$ cat src/rtl/fwd_pkg.sv
// Shared types for the forwarding/hazard unit: one-hot mux selects and the
// per-stage shadow tag carried down the EX/MEM pipeline.
package fwd_pkg;

    localparam int unsigned REG_ADDR_W_DEFAULT = 5;

    typedef logic [2:0] fwd_sel_t;

    // One-hot select encoding {memwb, exmem, reg}
    localparam fwd_sel_t FWD_REG   = 3'b001;
    localparam fwd_sel_t FWD_EXMEM = 3'b010;
    localparam fwd_sel_t FWD_MEMWB = 3'b100;

    typedef struct packed {
        logic [REG_ADDR_W_DEFAULT-1:0] rd;
        logic                          we;
        logic                          load;
        logic                          valid;
    } stage_tag_t;

    // A producer only counts if it is live, writes, and does not target a hardwired r0
    function automatic logic eff_we(input stage_tag_t t, input logic zero_hw);
        return t.we && t.valid && !(zero_hw && (t.rd == '0));
    endfunction

endpackage

$ cat src/rtl/fwd_select.sv
// Next-cycle one-hot forwarding select for a single EX operand.
module fwd_select
    import fwd_pkg::*;
#(
    parameter int unsigned REG_ADDR_W         = REG_ADDR_W_DEFAULT,
    parameter bit          ZERO_REG_HARDWIRED = 1'b1
) (
    input  logic [REG_ADDR_W-1:0] addr,
    input  logic                  uses,
    input  stage_tag_t            ex_tag,
    input  stage_tag_t            mem_tag,
    output fwd_sel_t              sel
);

    // Newest producer wins; a matching load in EX never reaches here unstalled
    always_comb begin
        sel = FWD_REG;
        if (uses && eff_we(ex_tag, ZERO_REG_HARDWIRED) && !ex_tag.load && (addr == ex_tag.rd)) begin
            sel = FWD_EXMEM;
        end else if (uses && eff_we(mem_tag, ZERO_REG_HARDWIRED) && (addr == mem_tag.rd)) begin
            sel = FWD_MEMWB;
        end
    end

endmodule

$ cat src/rtl/forwarding_hazard_unit.sv
// Forwarding and load-use hazard unit. Tracks shadow EX/MEM tags, produces
// registered one-hot operand selects and a combinational one-cycle stall.
// Optional macro STALL_COUNT_EN adds a saturating 16-bit stall_count output.
module forwarding_hazard_unit
    import fwd_pkg::*;
#(
    parameter int unsigned REG_ADDR_W         = REG_ADDR_W_DEFAULT,
    parameter bit          ZERO_REG_HARDWIRED = 1'b1
) (
    input  logic                  clk,
    input  logic                  rst_n,
    input  logic                  id_valid,
    input  logic [REG_ADDR_W-1:0] id_rs,
    input  logic [REG_ADDR_W-1:0] id_rt,
    input  logic                  id_uses_rs,
    input  logic                  id_uses_rt,
    input  logic [REG_ADDR_W-1:0] id_rd,
    input  logic                  id_reg_write,
    input  logic                  id_mem_read,
    input  logic                  ex_flush,
    output logic                  stall,
    output fwd_sel_t              fwd_a_sel,
    output fwd_sel_t              fwd_b_sel
`ifdef STALL_COUNT_EN
    ,
    output logic [15:0]           stall_count
`endif
);

    // A WB-stage tag is never consulted: the register file is write-before-read,
    // so producers in WB are served by the plain register read.
    stage_tag_t ex_q;
    stage_tag_t mem_q;
    fwd_sel_t   a_next;
    fwd_sel_t   b_next;
    logic       issue;

    // Load-use detection against the instruction currently in EX; flush overrides
    always_comb begin
        stall = 1'b0;
        if (id_valid && !ex_flush && ex_q.load && eff_we(ex_q, ZERO_REG_HARDWIRED)) begin
            stall = (id_uses_rs && (id_rs == ex_q.rd)) || (id_uses_rt && (id_rt == ex_q.rd));
        end
        issue = id_valid && !stall && !ex_flush;
    end

    fwd_select #(
        .REG_ADDR_W         (REG_ADDR_W),
        .ZERO_REG_HARDWIRED (ZERO_REG_HARDWIRED)
    ) u_sel_a (
        .addr    (id_rs),
        .uses    (id_uses_rs),
        .ex_tag  (ex_q),
        .mem_tag (mem_q),
        .sel     (a_next)
    );

    fwd_select #(
        .REG_ADDR_W         (REG_ADDR_W),
        .ZERO_REG_HARDWIRED (ZERO_REG_HARDWIRED)
    ) u_sel_b (
        .addr    (id_rt),
        .uses    (id_uses_rt),
        .ex_tag  (ex_q),
        .mem_tag (mem_q),
        .sel     (b_next)
    );

    // Advance shadow pipeline; selects travel with the instruction entering EX
    always_ff @(posedge clk or negedge rst_n) begin
        if (!rst_n) begin
            ex_q      <= '0;
            mem_q     <= '0;
            fwd_a_sel <= FWD_REG;
            fwd_b_sel <= FWD_REG;
        end else begin
            mem_q <= ex_q;
            if (issue) begin
                ex_q.rd    <= id_rd;
                ex_q.we    <= id_reg_write;
                ex_q.load  <= id_mem_read;
                ex_q.valid <= 1'b1;
                fwd_a_sel  <= a_next;
                fwd_b_sel  <= b_next;
            end else begin
                ex_q      <= '0;
                fwd_a_sel <= FWD_REG;
                fwd_b_sel <= FWD_REG;
            end
        end
    end

`ifdef STALL_COUNT_EN
    // Saturating count of stalled cycles
    always_ff @(posedge clk or negedge rst_n) begin
        if (!rst_n) begin
            stall_count <= '0;
        end else if (stall && (stall_count != '1)) begin
            stall_count <= stall_count + 16'd1;
        end
    end
`endif

endmodule
$ cat config.mk
export PLATFORM = sky130hd
export DESIGN_NAME = forwarding_hazard_unit
export DESIGN_NICKNAME = d
export VERILOG_FILES = /design/src/rtl/fwd_pkg.sv /design/src/rtl/fwd_select.sv /design/src/rtl/forwarding_hazard_unit.sv
export SDC_FILE = /design/constraint.sdc
export NUM_CORES = 1
export LEC_CHECK = 0
export ABC_AREA = 1
export BUFFER_PORTS_ARGS = -buffer_cell sky130_fd_sc_hd__buf_2
export CAP_MARGIN = 30
export CORE_MARGIN = 2
export CORE_UTILIZATION = 45
export DETAILED_ROUTE_END_ITERATION = 8
export PLACE_DENSITY = 0.7
export SLEW_MARGIN = 20
export SYNTH_ARGS = -nofsm -noshare
export SYNTH_HDL_FRONTEND = slang
export SYNTH_HIERARCHICAL = 1
export SYNTH_SLANG_ARGS = --single-unit
$ cat constraint.sdc
create_clock -name clk -period 1.19 [get_ports clk]
set_clock_uncertainty 0.05 [all_clocks]
set_input_delay 0.119 -clock clk [delete_from_list [all_inputs] [get_ports clk]]
set_output_delay 0.119 -clock clk [all_outputs]
set_load 0.005 [all_outputs]
==> run summary <==
Outcome: finished, violations left
Failing checks: setup timing
CTS root buffer: clkbuf_4
Vias: 1652
IO Port Bufs: 29
Syn. warnings: 6
Vias in the first global route: 1398
Switching pwr: 0.446 mW
Post-route setup slack: -0.378 ns
CP Launch Type: register
# fillers: 305
Hold Path End: ex_q[3]$_DFF_PN0_
Die X: 61.6 µm
CTS Buf Count: 3
Static leakage: 1.17 nW
Routed WL: 3.83 mm
Row count: 20
Post-Place Cells: 331
Total global-route track usage: 22.1%
Routed wire length per instance: 10.8 µm
Htree depth: 1
RSZ-0062 raised after global routing: true
Avg Vias per Cell: 4.64
Worst EP arrival: 1.40 ns
Post-synth design cell area: 1490 µm²
Syn Nets: 272
Final hold vios: 0
Max Buffers Root-to-Sink: 2
Min-Delay Path Depth: 3
First-pass GRT wire length: 6.09 mm
Area Overhead vs Synth: 35.9%
Final Max Tran Viols: 0
Reg clk slew, reported paths: 0.11 ns
Fin cells: 356
Layout cell share with drive strength beyond 1: 29.5%
PD cells: 723 nW/µm²
Sum of negative setup slack: -4.59 ns
Internal: 1.02 mW
Critical path capture point type: output port
Global placer's final weighted congestion: 0.928
CTS tree: built
Starting Density: 48.1%
Slew headroom: 69.3%
Initial antenna violation count: 0
Io pins: 30
Final period utilization: 132%
Tmin final: 1.57 ns
Worst slew pin tran: 0.460 ns
CP max FO: 5
Antenna Cells: 0
Worst R2R Start: ex_q[5]$_DFF_PN0_
Detail Route Antenna Nets: 0
Fin nets: 336
Total core area: 3100 µm²
Hold WC Path Type: in -> reg
TritonRoute pass-1 iters: 5
GRT overflow: 0
Post-DP HPWL: 2.72 mm
Crit Path Class: reg -> out
R2R Setup Slk: -0.34 ns
FMAX: 0.638 GHz
Die area: 3790 µm²
CTS Sinks: 21
Worst skew pair latency: 0.30 ns
Post-Syn Instances: 249
Final setup vio count: 15
DIE HEIGHT: 61.6 µm
Largest net degree at the start of global routing: 22
Combinational group share of total power: 24.6%
Clock network power share: 23.2%
Number of max-cap violations: 0
CP required: 1.02 ns
Iteration-0 DRC Markers: 85
VDD IR-drop max: 0.000474 V
Worst r2r dst: fwd_a_sel[0]$_DFF_PN1_
Avg Synthesized Cell Area: 5.99 µm²
Sequential share of power: 52.3%
DR DRC count: 0
Reg2Reg Depth: 9
Sw Share: 30.4%
Hold Path Origin: id_rd[0]
## through the flow
stage / instance area (µm²) / util, % / hold WS (ns) / worst slack, ns / total power, mW
3_3_place_gp: 1760 / 56.7 / 0.0509 / -0.239 / 1.07
2_1_floorplan: 1500 / - / -0.227 / -0.0825 / 0.952
3_5_place_dp: 1760 / 56.7 / 0.0556 / -0.250 / 1.08
4_1_cts: 1960 / 63.1 / 0.00119 / -0.357 / 1.46
5_1_grt: 2030 / 65.3 / 0.0392 / -0.474 / 1.57
6_report: 2030 / 65.3 / 0.0454 / -0.378 / 1.47
## state kept, by name, summed over array words and instances (netlist names)
register   count
fwd_a_sel      3
ex_q           8
mem_q          7
fwd_b_sel      3
## final cells by class
class / instances / area (µm²) / share of cell area, %
Inverter: 60 / 225 / 11.1
Timing Repair Buffer: 59 / 407 / 20.1
Multi-Input combinational cell: 168 / 778 / 38.4
Tap cell: 44 / 55.1 / 2.72
Clock buffer: 3 / 22.5 / 1.11
Clock inverter: 1 / 5.00 / 0.247
Sequential cell: 21 / 534 / 26.4
## worst max-delay path by stage
| stage | startpoint | end | slack [ns] | cells after the start |
|---|---|---|---|---|
| CTS | ex_q[3]$_DFF_PN0_ | stall | -0.36 | 8 |
| detailed placement | ex_q[4]$_DFF_PN0_ | ex_q[1]$_DFF_PN0_ | -0.25 | 9 |
| global route | ex_q[3]$_DFF_PN0_ | stall | -0.47 | 8 |
| floorplan | ex_q[4]$_DFF_PN0_ | ex_q[7]$_DFF_PN0_ | -0.08 | 10 |
| global placement | ex_q[4]$_DFF_PN0_ | ex_q[6]$_DFF_PN0_ | -0.24 | 9 |
| finish | ex_q[7]$_DFF_PN0_ | stall | -0.38 | 9 |
## worst max-delay path, stage by stage, from the launching register on
cell and delay [ns]:
dfrtp_2 0.44, inv_2 0.06, nand2_1 0.05, nand2_1 0.05, nor2_1 0.14, nand3_1 0.08, nand2_1 0.08, nand2_2 0.06
inv_1 0.04, buf_2 0.10
## layout by cell type, fill, tap and decap left out, drive strengths merged
master,n
nand4,6
dfstp,2
nor2,53
nand2,89
clkbuf,3
buf,52
nor3b,2
and3,2
dlygate4sd3,7
dfrtp,19
a21oi,2
inv,60
clkinv,1
nand3b,2
nand3,12
## timing repair
item	in CTS	in global routing
gates cloned	1	0
endpoints found under the hold margin	25	0
hold buffers	7	0
endpoints found under the setup margin	15	15
pin swaps	6	15
setup buffers	10	4
resized for setup	6	15
## layer usage
layer	GRT usage, %	share of wire, %	wire length [µm]
met1	28.8	45	1730
met2	38.9	48	1860
met3	2.73	3.9	150
met4	5.47	2.4	91
met5	0	0	0
## power groups by stage
stage	Sequential (mW)	Clock, mW	Combinational (mW)
4_1_cts	0.763	0.352	0.343
5_1_grt	0.769	0.386	0.410
3_5_place_dp	0.782	0	0.294
6_report	0.766	0.340	0.360
3_3_place_gp	0.780	0	0.294
2_1_floorplan	0.771	0	0.181
Power figures use the tool's default switching activity.
